--- src/rtl/tick_sched_pkg.sv ---
// tick_sched_pkg: shared defaults and the channel-index width helper for tick_sched
package tick_sched_pkg;
    localparam int NUM_CH_DEF = 4;
    localparam int CNT_W_DEF  = 32;
    function automatic int ch_w(input int n);
        return (n > 1) ? $clog2(n) : 1;
    endfunction
endpackage

--- src/rtl/tick_chan.sv ---
// tick_chan: one divider channel with applied and pending configuration and a registered tick strobe
module tick_chan #(
    parameter int CNT_W = 32
) (
    input  logic             clk_in,
    input  logic             rst_n,
    input  logic             sync,
    input  logic             load,
    input  logic [CNT_W-1:0] cfg_div,
    input  logic             cfg_en,
    output logic             tick,
    output logic             active,
    output logic             pending
);
    logic [CNT_W-1:0] cnt, div, pend_div;
    logic             pend_en, wrap, apply;
    assign wrap    = active && cnt == div - 1'b1;
    assign apply   = pending && (sync || !active || wrap);
    always_ff @(posedge clk_in or negedge rst_n) begin
        if (!rst_n) begin
            cnt      <= '0;
            div      <= CNT_W'(1);
            active   <= 1'b0;
            pending  <= 1'b0;
            pend_div <= CNT_W'(1);
            pend_en  <= 1'b0;
            tick     <= 1'b0;
        end else begin
            if (load) begin
                pending  <= 1'b1;
                pend_div <= (cfg_div == '0) ? CNT_W'(1) : cfg_div;
                pend_en  <= cfg_en;
            end else if (apply) pending <= 1'b0;
            if (apply) begin
                div    <= pend_div;
                active <= pend_en;
            end
            // a wrap that disables the channel ends its final period without a strobe
            tick <= !sync && wrap && (!pending || pend_en);
            cnt  <= (sync || wrap || !active) ? '0 : cnt + 1'b1;
        end
    end
endmodule

--- src/rtl/tick_sched.sv ---
// tick_sched: NUM_CH independent clock-enable tick generators with handshaked config and global sync
module tick_sched
    import tick_sched_pkg::*;
#(
    parameter int NUM_CH = NUM_CH_DEF,
    parameter int CNT_W  = CNT_W_DEF
) (
    input  logic                      clk_in,
    input  logic                      rst_n,
    input  logic                      cfg_valid,
    output logic                      cfg_ready,
    input  logic [ch_w(NUM_CH)-1:0]   cfg_ch,
    input  logic [CNT_W-1:0]          cfg_div,
    input  logic                      cfg_en,
    input  logic                      sync,
    output logic [NUM_CH-1:0]         tick_out,
    output logic [NUM_CH-1:0]         ch_active,
    output logic [NUM_CH-1:0]         cfg_pending
);
    localparam int CH_W = ch_w(NUM_CH);
    localparam int PW   = 2 ** CH_W;
    logic [PW-1:0] pend_pad;
    // out-of-range indices land on zero padding, so they always look ready
    assign pend_pad  = PW'(cfg_pending);
    assign cfg_ready = ~pend_pad[cfg_ch];
    genvar i;
    generate
        for (i = 0; i < NUM_CH; i++) begin : g_ch
            tick_chan #(.CNT_W(CNT_W)) u_chan (
                .clk_in  (clk_in),
                .rst_n   (rst_n),
                .sync    (sync),
                .load    (cfg_valid && cfg_ready && cfg_ch == CH_W'(i)),
                .cfg_div (cfg_div),
                .cfg_en  (cfg_en),
                .tick    (tick_out[i]),
                .active  (ch_active[i]),
                .pending (cfg_pending[i])
            );
        end
    endgenerate
endmodule
--- config.mk ---
export PLATFORM = sky130hd
export DESIGN_NAME = tick_sched
export DESIGN_NICKNAME = d
export VERILOG_FILES = /design/src/rtl/tick_sched_pkg.sv /design/src/rtl/tick_chan.sv /design/src/rtl/tick_sched.sv
export SDC_FILE = /design/constraint.sdc
export NUM_CORES = 1
export LEC_CHECK = 0
export BUFFER_PORTS_ARGS = -buffer_cell sky130_fd_sc_hd__buf_2
export CORE_UTILIZATION = 50
export CTS_CLUSTER_SIZE = 40
export DETAILED_ROUTE_END_ITERATION = 6
export GPL_TIMING_DRIVEN = 0
export PLACE_DENSITY = 0.68
export SLEW_MARGIN = 25
export SYNTH_ARGS = -nofsm -noshare
export SYNTH_HDL_FRONTEND = slang
export SYNTH_SLANG_ARGS = --single-unit
--- constraint.sdc ---
create_clock -name clk_in -period 3.65 [get_ports clk_in]
set_clock_uncertainty 0.05 [all_clocks]
set_input_delay 0.365 -clock clk_in [delete_from_list [all_inputs] [get_ports clk_in]]
set_output_delay 0.365 -clock clk_in [all_outputs]
set_load 0.02 [all_outputs]
==> flow_summary.toml <==
[power]
p_int_mw = 9.741
p_leak_nw = 10.85
irDropWorstVdd_mv = 0.4353
pwr-share-clk_pct = 31.1
cellPowerDensity_nw_per_um2 = 528.3
p_sw_share_pct = 33.90
power.net_switching_mw = 4.995
comb_power_share_pct = 25.9
p_seq_share_pct = 42.9

[synth]
yosysWarningCount = 0
syn_area_um2 = 23770
ys_seq_area_share_pct = 42.16
syn_inst = 2522
synth_area_leader_cell = "dfrtp_1"
synth_area_leaders = "dfrtp_1 (41%), mux2_2 (7.4%), xor2_1 (5.1%)"
ys_seq_elements = 400
synth_flop_cell = "dfrtp_1"
synth_edf_count = 0
syn_area_per_cell_um2 = 9.423
yosys.cell_types.count = 87
synth_top_area_share_pct = 41.28
syn_nets = 2569
async_flop_share_pct = 100.0

[setup_path]
reg2reg_slack_ns = -0.06
arrival_ns = 4.15
crit_path_start_kind = "flop"
end_kind = "flop"
cp_data_required_time_ns = 4.09
crit_fanout = 6
worstSetupPathType = "flop to flop"

[sta]
worst_slew_pin_slew_ns = 0.7373
fmax_mhz = 269.5
hold_viol = 0
maxSlewViolCount = 0
rsz0062_at_grt = "yes"
tns_ns = -1.035
finalSetupViolCount = 39
period_needed_ns = 3.710
post-route-worst-setup-slack_ns = -0.06021
max-slew-margin-rel_pct = 50.67
whs_ns = 0.08388
period_share_pct = 101.6

[placed_design]
post-dp-hpwl_um = 47780
post-place-ws_ns = -0.9655
finalWeightedCongestion = 0.9249
place_area_um2 = 24930
numPortBuffers = 49

[grt]
grt_pass1_wl_um = 108100
grt_pass1_vias = 19810
antenna_found_initial = 2
grt_max_degree = 96
grt_overflow = 0
grtUsageTotal_pct = 28.19

[final_layout]
final_area_um2 = 27890
finalNetCount = 2723
postLayoutCoreUtil_pct = 59.65
layout_common_cells = "dfrtp_1 (387), nand2_1 (221), nor2_1 (199)"
area_delta_synth_final_pct = 17.36
drive_gt1_share_pct = 20.78
final_common_cell = "dfrtp_1"
n_fill_cell = 3942

[die]
rows = 79
dieArea_um2 = 48410
die_w_um = 220.0
core-area_um2 = 46750
initial_utilization_pct = 50.83
dieHeight_um = 220.0
ios = 52

[clock_tree]
cts_root_buffer = "clkbuf_16"
clockBufferDepth = 3
clkTransAtPathRegs_ns = 0.06
cts_tree = "done"
cts.sinks = 400
clock_latency_ns = 0.58
htree_levels = 2
cts_buffers = 44

[drt]
routed_wl_um = 68020
antenna_left = 0
vias = 20510
wl_per_cell_um = 20.51
drt_first_pass_iters = 7
via_per_inst = 6.182
drc = 6
drt_iter0_markers = 1528

[status]
status = "finished, violations left"
failed_checks = "DRC, setup timing"

[flow_run]
drv_cap = 0

[worst_hold_path]
hold_path_class = "input pin to flop"
power by group through the flow:
stage	clock, mW	combinational (mW)	sequential (mW)
6_report	4.59	3.82	6.32
3_3_place_gp	0	3.34	6.21
5_1_grt	4.82	4.20	6.44
3_5_place_dp	0	3.49	6.25
4_1_cts	4.67	3.64	6.23
2_1_floorplan	0	2.70	5.89
state kept, by name, summed over array words and instances, names as in the netlist:
name                  count
g_ch.u_chan.pend_en       4
g_ch.u_chan.pend_div    128
g_ch.u_chan.pending       4
g_ch.u_chan.tick          4
g_ch.u_chan.cnt         128
g_ch.u_chan.div         128
g_ch.u_chan.active        4
per-stage QoR:
| step | std cells | power (mW) |
|---|---|---|
| after floorplan | 2522 | 8.588 |
| after global placement | 3178 | 9.545 |
| after detailed placement | 3184 | 9.731 |
| after CTS | 3296 | 14.53 |
| after global routing | 3316 | 15.46 |
| final | 3317 | 14.74 |
synthesized netlist by cell type (6+ instances only):
| master | count |
|---|---|
| buf_2 | 20 |
| nor4b_1 | 9 |
| o21ai_0 | 27 |
| and3_1 | 31 |
| clkbuf_1 | 141 |
| nand4b_1 | 6 |
| nand2_1 | 223 |
| o311ai_2 | 9 |
| buf_1 | 15 |
| buf_4 | 15 |
| o211ai_1 | 75 |
| ha_1 | 8 |
| and2_1 | 39 |
| mux2_2 | 157 |
| a21o_1 | 6 |
| o22ai_1 | 45 |
| dfstp_2 | 8 |
| o311ai_0 | 36 |
| inv_1 | 63 |
| o311ai_1 | 23 |
| a211oi_1 | 13 |
| nand3b_1 | 11 |
| nor2b_1 | 14 |
| nand3_1 | 110 |
| or3_1 | 21 |
| a21oi_1 | 52 |
| nor2_1 | 218 |
| a31oi_1 | 41 |
| or4_1 | 26 |
| o2bb2ai_1 | 29 |
| mux2i_1 | 8 |
| xor2_1 | 139 |
| nand4_1 | 57 |
| or2_2 | 8 |
| nand2b_1 | 46 |
| and4_1 | 19 |
| nor3_1 | 68 |
| o41ai_1 | 6 |
| dfrtp_1 | 392 |
| o31ai_1 | 6 |
| xnor2_1 | 123 |
| nor4_1 | 54 |
path summary, 6_finish.rpt:
check                                                              from                                endpoint  cells past startpoint
worst max register to register        g_ch[1].u_chan.div[1]$_DFFE_PN0P_      g_ch[1].u_chan.div[26]$_DFFE_PN0P_                     12
min in group asynchronous                                         rst_n        g_ch[2].u_chan.cnt[22]$_DFF_PN0_                      2
worst max-delay path                  g_ch[1].u_chan.div[1]$_DFFE_PN0P_      g_ch[1].u_chan.div[26]$_DFFE_PN0P_                     12
worst min register to register  g_ch[0].u_chan.pend_div[17]$_DFFE_PN0P_      g_ch[0].u_chan.div[17]$_DFFE_PN0P_                      1
worst min-delay path                                         cfg_div[1]  g_ch[3].u_chan.pend_div[1]$_DFFE_PN0P_                      2
max in group asynchronous                                         rst_n  g_ch[0].u_chan.pend_div[0]$_DFFE_PN1P_                      5
cell families (layout without fill, tap and decap cells):
| logic type | count (synthesis) | count (layout) | synth area share (%) |
|---|---|---|---|
| compound gates | 430 | 430 | 13.44 |
| xor+xnor | 262 | 262 | 9.656 |
| fa+ha+maj | 8 | 8 | 0.4212 |
| buf+inv | 259 | 446 | 4.565 |
| flops | 400 | 400 | 42.16 |
| mux | 171 | 171 | 8.108 |
| other cells | 0 | 1 | 0 |
| simple gates | 992 | 992 | 21.65 |
metal layers:
layer	share of wire, %	vias up	GRT usage [%]
met3	5.8	128	4.665
met1	44	10310	38.73
met5	0.037	-	0
met2	47	623	45.14
met4	2.6	4	9.379
li1	-	9446	-
timing repair:
| item | in CTS | in global routing |
|---|---|---|
| resized for setup | 117 | 124 |
| cloned | 1 | 3 |
| hold endpoints to repair | 184 | 0 |
| endpoints found under the setup margin | 268 | 255 |
| hold buffers | 1 | 0 |
| pin swaps | 26 | 39 |
| setup buffers | 35 | 25 |
area by class of cell:
cell class / instances / area [um^2] / share of cell area [%]
diodes: 1 / 2.502 / 0.008972
plain buffers: 184 / 939.7 / 3.369
clock buffers: 65 / 1320 / 4.733
clock inverters: 14 / 166.4 / 0.5967
inverters: 63 / 236.5 / 0.8479
multi-input cells: 1863 / 13460 / 48.26
flip-flops and latches: 400 / 10030 / 35.95
well taps: 607 / 759.5 / 2.723
repair buffers: 120 / 980.9 / 3.517
worst max-delay path, stage by stage, from the launching register on:
cell and delay [ns]:
dfrtp_1 0.39, inv_2 0.09, ha_4 0.14, or4b_4 0.49, or4_1 0.53, o311ai_1 0.10
nor2_1 0.12, or4b_4 0.54, or4_4 0.47, buf_8 0.16, buf_6 0.14, buf_12 0.15
o311ai_4 0.25
(Power assumes the default switching activity.)
